**src/rtl/prog_updown_counter.sv**
```systemverilog
// Programmable up/down timer/counter with a prescaler, wrap/saturate/one-shot terminal
// behaviour, a registered terminal-count pulse and a sticky overflow flag.
module prog_updown_counter #(
  parameter int WIDTH   = 8,
  parameter int PRESC_W = 8
) (
  input  logic               clk,
  input  logic               resetN,
  input  logic               en,
  input  logic               up_downN,
  input  logic               load,
  input  logic [WIDTH-1:0]   initialCount,
  input  logic [WIDTH-1:0]   maxCount,
  input  logic [1:0]         mode,
  input  logic [PRESC_W-1:0] prescale,
  input  logic               clrFlags,
  output logic [WIDTH-1:0]   currentCount,
  output logic               tc,
  output logic               overflow,
  output logic               running
);

  typedef enum logic {RUN = 1'b0, HALT = 1'b1} state_t;

  localparam logic [1:0] MODE_SAT     = 2'b01;
  localparam logic [1:0] MODE_ONESHOT = 2'b10;

  state_t             state_reg, state_next;
  logic [WIDTH-1:0]   count_reg, count_next;
  logic [PRESC_W-1:0] presc_reg, presc_next;
  logic               tc_reg, tc_next;
  logic               ovf_reg, ovf_next;
  logic               tick;
  logic               terminal;

  always_ff @(posedge clk or negedge resetN) begin
    if (!resetN) begin
      state_reg <= RUN;
      count_reg <= '0;
      presc_reg <= '0;
      tc_reg    <= 1'b0;
      ovf_reg   <= 1'b0;
    end else begin
      state_reg <= state_next;
      count_reg <= count_next;
      presc_reg <= presc_next;
      tc_reg    <= tc_next;
      ovf_reg   <= ovf_next;
    end
  end

  always_comb begin
    state_next = state_reg;
    count_next = count_reg;
    presc_next = presc_reg;
    tick       = 1'b0;
    terminal   = 1'b0;

    if (en) begin
      if (load) begin
        count_next = (initialCount > maxCount) ? maxCount : initialCount;
        presc_next = '0;
        state_next = RUN;
      end else if (state_reg == RUN) begin
        // >= rather than == so lowering prescale mid-count cannot strand the prescaler
        if (presc_reg >= prescale) begin
          tick       = 1'b1;
          presc_next = '0;
        end else begin
          presc_next = presc_reg + 1'b1;
        end
      end
    end

    if (tick) begin
      if (up_downN) begin
        if (count_reg >= maxCount) begin
          terminal = 1'b1;
          case (mode)
            MODE_SAT:     count_next = maxCount;
            MODE_ONESHOT: state_next = HALT;
            default:      count_next = '0;
          endcase
        end else begin
          count_next = count_reg + 1'b1;
        end
      end else begin
        if (count_reg == '0) begin
          terminal = 1'b1;
          case (mode)
            MODE_SAT:     count_next = '0;
            MODE_ONESHOT: state_next = HALT;
            default:      count_next = maxCount;
          endcase
        end else begin
          count_next = count_reg - 1'b1;
        end
      end
    end

    tc_next = terminal;

    // a terminal event beats a simultaneous clear; clear works even while disabled
    if (terminal) begin
      ovf_next = 1'b1;
    end else if (clrFlags) begin
      ovf_next = 1'b0;
    end else begin
      ovf_next = ovf_reg;
    end
  end

  assign currentCount = count_reg;
  assign tc           = tc_reg;
  assign overflow     = ovf_reg;
  assign running      = (state_reg == RUN);

endmodule

```
**config.mk**
```make
export PLATFORM = sky130hd
export DESIGN_NAME = prog_updown_counter
export DESIGN_NICKNAME = d
export VERILOG_FILES = /design/src/rtl/prog_updown_counter.sv
export SDC_FILE = /design/constraint.sdc
export NUM_CORES = 1
export LEC_CHECK = 0
export ABC_AREA = 1
export BUFFER_PORTS_ARGS = -buffer_cell sky130_fd_sc_hd__buf_4
export CAP_MARGIN = 30
export CORE_ASPECT_RATIO = 2
export CORE_MARGIN = 4
export CORE_UTILIZATION = 48
export CTS_BUF_LIST = sky130_fd_sc_hd__clkbuf_8
export CTS_CLUSTER_SIZE = 40
export DETAILED_ROUTE_END_ITERATION = 8
export PLACE_DENSITY_LB_ADDON = 0.1
export SETUP_SLACK_MARGIN = 0.4
export SLEW_MARGIN = 0
export SYNTH_ARGS = -nofsm -noshare
export SYNTH_HDL_FRONTEND = slang
export SYNTH_SLANG_ARGS = --single-unit
```
**constraint.sdc**
```tcl
create_clock -name clk -period 2.15 [get_ports clk]
set_clock_uncertainty 0.1 [all_clocks]
set_input_delay 0.1075 -clock clk [delete_from_list [all_inputs] [get_ports clk]]
set_output_delay 0.1075 -clock clk [all_outputs]
set_load 0.05 [all_outputs]
```
# Word level (Yosys, flattened, before mapping)
# Cells that the tools add are included.
[op_classes] add_sub_neg=3 magnitude_cmp=3 eq_ne=3 n_mux=29 bitwise_logic=1 reduce_logical=3
[op_table] operator="$mux 8" n=10
[op_table] operator="$pmux 8 s2" n=2
[op_table] operator="$mux 1" n=17
[op_table] operator="$add 8x1->8 const B" n=2
[op_table] operator="$ge 8x8->1" n=2
[op_table] operator="$gt 8x8->1" n=1
[op_table] operator="$logic_not 8->1" n=1
[op_table] operator="$sub 8x1->8 const B" n=1
[op_table] operator="$eq 2x1->1 const B" n=1
[op_table] operator="$eq 2x2->1 const B" n=1
[op_table] operator="$ne 2x2->1 const B" n=1
[op_table] operator="$reduce_and 2->1" n=1
[op_table] operator="$reduce_bool 2->1" n=1
[op_table] operator="$not 1->1" n=1
[totals] register_bits=19 inputBits=32 output_inout_bits=11 word_cells=47

# Longest topological paths before layout
[depth] ltp_word=8 mapped_depth=20 mapped_depth_nobuf=20

# Least setup slack after synthesis
# OpenSTA, ideal clock, no wires.
[synth_path] kind="register -> register" startpoint="register count_reg[5], in the netlist currentCount[5]" endpoint="register count_reg[2], in the netlist currentCount[2]" setup_ns=0.066 arrival_time_ns=1.992 t_required_ns=1.984 path_slack_ns=-0.008 path_stages_with_launch=12 path_buffers=0 synth_period_minus_slack_ns=2.158 path_cell_list="dfrtp_1 > ha_1 > a21oi_1 > o21a_1 > nand3_1 > inv_1 > o21ai_0 > o21ai_0 > inv_1 > nand2_1 > nand3_1 > nand2_1"
[synth_between] elab_chain_cells=4 word_cells_on_any_way=6 classes_between="order compare (1); mux (4); reduce/logical (1)"
[synth_lines] element="from (decl)" line_no="29" source="logic [WIDTH-1:0] count_reg, count_next;"
[synth_lines] element="from (signal assigned)" line_no="45" source="count_reg <= count_next;"
[synth_lines] element="$ge 8x8->1 / $logic_not 8->1 (equally long branches)" line_no="77, 88"
[synth_lines] element="$mux 8, on equally long branches" line_no="77, 88"
[synth_lines] element="$mux 8 (*)" line_no="76" source="if (up_downN) begin"
[synth_lines] element="$mux 8 (*)" line_no="75" source="if (tick) begin"
[synth_lines] element="net count_next[2]" line_no="29"
# The timed path passes the listed nets; every way through them passes the cells marked *.
# A chain may end at the register's enable or synchronous reset.

# Worst setup path in the final report
[layout_path] startpoint="register count_reg[2], in the netlist currentCount[2]" endpoint="register count_reg[0], in the netlist currentCount[0]"
# The elaborated chain is that of the path after synthesis.

==> results.json <==
{
  "final_cell_mix": "nand2_1 (90), buf_4 (74), inv_1 (47)",
  "area_growth_pct": 48.7,
  "fp.dieH_um": 109,
  "avgRoutedWirePerCell_um": 17.1,
  "finalCritPeriodShare_pct": 87.5,
  "rows": 36,
  "antenna_found_initial": 0,
  "multi_input_area_sq_um": 2150,
  "overflow": 0,
  "gp_congestion": 0.956,
  "synth_edf_count": 0,
  "max_slew.worst_pin.slew_ns": 0.626,
  "fmax_mhz": 532,
  "cts-htree-levels": 1,
  "die_w_um": 58.4,
  "hp-class": "input port to register",
  "layout_commonest_cell": "nand2_1",
  "vias": 2880,
  "critPathMaxFanout": 8,
  "crit_arrival_ns": 1.99,
  "p_leak_nw": 1.78,
  "cp_common_cell": "nand2_1",
  "synthCells": 372,
  "drt-initial-drc-count": 173,
  "max-vdd-ir-drop_v": 0.000545,
  "dr.pass1.iters": 5,
  "via_per_inst": 5.65,
  "outcome": "finished clean",
  "clock_latency_ns": 0.28,
  "start_util_pct": 49.6,
  "yosys.area.top_type_share_pct": 19.5,
  "yosys_most_used_dff": "dfrtp_1",
  "placeableCoreArea_sq_um": 4910,
  "seqCellArea_sq_um": 488,
  "postSynthAreaPerCell_sq_um": 6.55,
  "dieArea_sq_um": 6350,
  "port_buffers": 42,
  "cap_violations": 0,
  "cts_tree": "built",
  "fillers": 376,
  "synth-async-reset-ratio_pct": 100,
  "cts_buffer_depth": 2,
  "report.final.hold_viol_count": 0,
  "critPathLaunchType": "register",
  "fin_crit_ns": 1.88,
  "numCtsBuffers": 3,
  "wirelength_um": 8740,
  "grt_pass1_wl_um": 12700,
  "layout.nets": 516,
  "track_usage_pct": 26.4,
  "path_cells": "ha_4, nand2_2, o21ai_2, nand2_2, nand3_4, nand2_2, inv_4, nand2_1, nand2_1, nand2_1, nand2_1, nand2_1, nand2_1",
  "ys_ff_latch": 19,
  "synth_seq_area_share_pct": 19.5,
  "cp_slowest_stage_delay_ns": 0.46,
  "setup_viol": 0,
  "dp_slack_ns": -0.00543,
  "clock-root-buffer": "clkbuf_8",
  "cts_num_sinks": 19,
  "synth_top_area_cell": "dfrtp_1",
  "maxSlewHeadroom_pct": 58.2,
  "slowest_stage": "dfrtp_2",
  "drc": 0,
  "slew_viol_final": 0,
  "drive_gt1_share_pct": 42.2,
  "grt_pass1_vias": 2743,
  "crit_required_ns": 2.26,
  "num_io_pins": 43,
  "dpl.hpwl_um": 6260,
  "syn_nets": 434,
  "worstSetupEndpointType": "register",
  "grt_max_degree": 20,
  "syn_area_sq_um": 2440,
  "ys_types": 32,
  "synth.area.top_cells": "dfrtp_1 (20%), nand2_1 (16%), ha_1 (15%)",
  "worst-path-buf-inv": 1,
  "final_util_pct": 73.8,
  "setup_ws_ns": 0.269,
  "critical-path-top-delay-family": "simple AND/OR/NAND/NOR gates",
  "n_antenna_cell": 0,
  "path_class": "register to register",
  "yosysWarnings": 0,
  "power_mw": 2.19,
  "power.density_nw_per_um2": 604,
  "drtAntennaViolNets": 0,
  "rsz0062_at_grt": "true",
  "clk_pin_slew_ns": 0.08
}
## repair_timing
action | CTS | global route
endpoints found under the setup margin | 16 | 19
gates resized for setup | 37 | 54
setup buffers | 13 | 11
hold endpoints to repair | 20 | 0
cloned | 1 | 1
hold buffers | 2 | 0
pin swaps | 13 | 13
## report_power, final
| group | internal [mW] | total [mW] | switching [mW] |
|---|---|---|---|
| Clock | 0.130 | 0.275 | 0.145 |
| Sequential | 0.416 | 0.481 | 0.0654 |
| Combinational | 0.600 | 1.43 | 0.834 |
| Total | 1.15 | 2.19 | 1.04 |
## per-stage QoR
stage | cells | TNS [ns] | cell area (sq um) | hold slack, ns
after floorplan | 372 | 0 | 2530 | -0.288
after global placement | 478 | 0 | 2960 | -0.0921
after CTS | 498 | 0 | 3250 | 0.0693
after global routing | 510 | 0 | 3620 | 0.0851
after detailed placement | 478 | -0.00543 | 2960 | -0.0943
final | 510 | 0 | 3620 | 0.0749
## worst paths after layout
| path | from | cells after the start | end | slack, ns |
|---|---|---|---|---|
| worst min-delay path | up_downN | 3 | currentCount[3]$_DFF_PN0_ | 0.07 |
| worst max register to register | currentCount[2]$_DFF_PN0_ | 13 | currentCount[0]$_DFF_PN0_ | 0.27 |
| worst min register to register | state_reg$_DFF_PN0_ | 2 | state_reg$_DFF_PN0_ | 0.41 |
| min in group asynchronous | resetN | 2 | presc_reg[3]$_DFFE_PN0P_ | 0.14 |
| worst max-delay path | currentCount[2]$_DFF_PN0_ | 13 | currentCount[0]$_DFF_PN0_ | 0.27 |
| max in group asynchronous | resetN | 2 | currentCount[0]$_DFF_PN0_ | 1.56 |
## synth_stat cells, types with 2 or more instances
master	number
nand2_1	103
inv_1	61
nand3_1	32
ha_1	30
a21oi_1	26
nor2_1	20
dfrtp_1	19
o21ai_0	13
nand3_2	11
xor2_1	9
o22ai_1	7
o211ai_1	6
nor3_1	5
nand4_1	4
a21oi_2	2
buf_6	2
nand2_2	2
nand2_4	2
nor2_2	2
o21a_1	2
o21bai_1	2
xnor2_1	2
## cell type report
class | count | area share, %
Multi-Input combinational cell | 288 | 59.3
Timing Repair Buffer | 80 | 17.1
Sequential cell | 19 | 13.5
Inverter | 62 | 6.83
Tap cell | 57 | 1.97
Clock buffer | 3 | 1.14
Clock inverter | 1 | 0.138
## worst min-delay path: stages
cell     delay, ns
buf_4         0.17
nand2_1       0.08
a21oi_1       0.05
## layer usage
| metal | global-route usage, % | part of all wire, % |
|---|---|---|
| met2 | 50.7 | 57 |
| met4 | 17.4 | 6.4 |
| met1 | 26.1 | 33 |
| met5 | 0 | 0 |
| met3 | 0.592 | 3.7 |
## kinds of logic (layout without fill, tap and decap cells)
logic type | count (synthesis) | in the layout | synth area share, %
AO/OA/AOI/OAI | 60 | 60 | 14.2
XOR/XNOR | 11 | 11 | 3.95
buffers and inverters | 67 | 146 | 11.1
flip-flops | 19 | 19 | 19.5
adder cells (fa/ha/maj) | 30 | 30 | 15.4
AND/OR/NAND/NOR | 185 | 187 | 35.8
No activity file was read; power rests on OpenSTA's default activity.
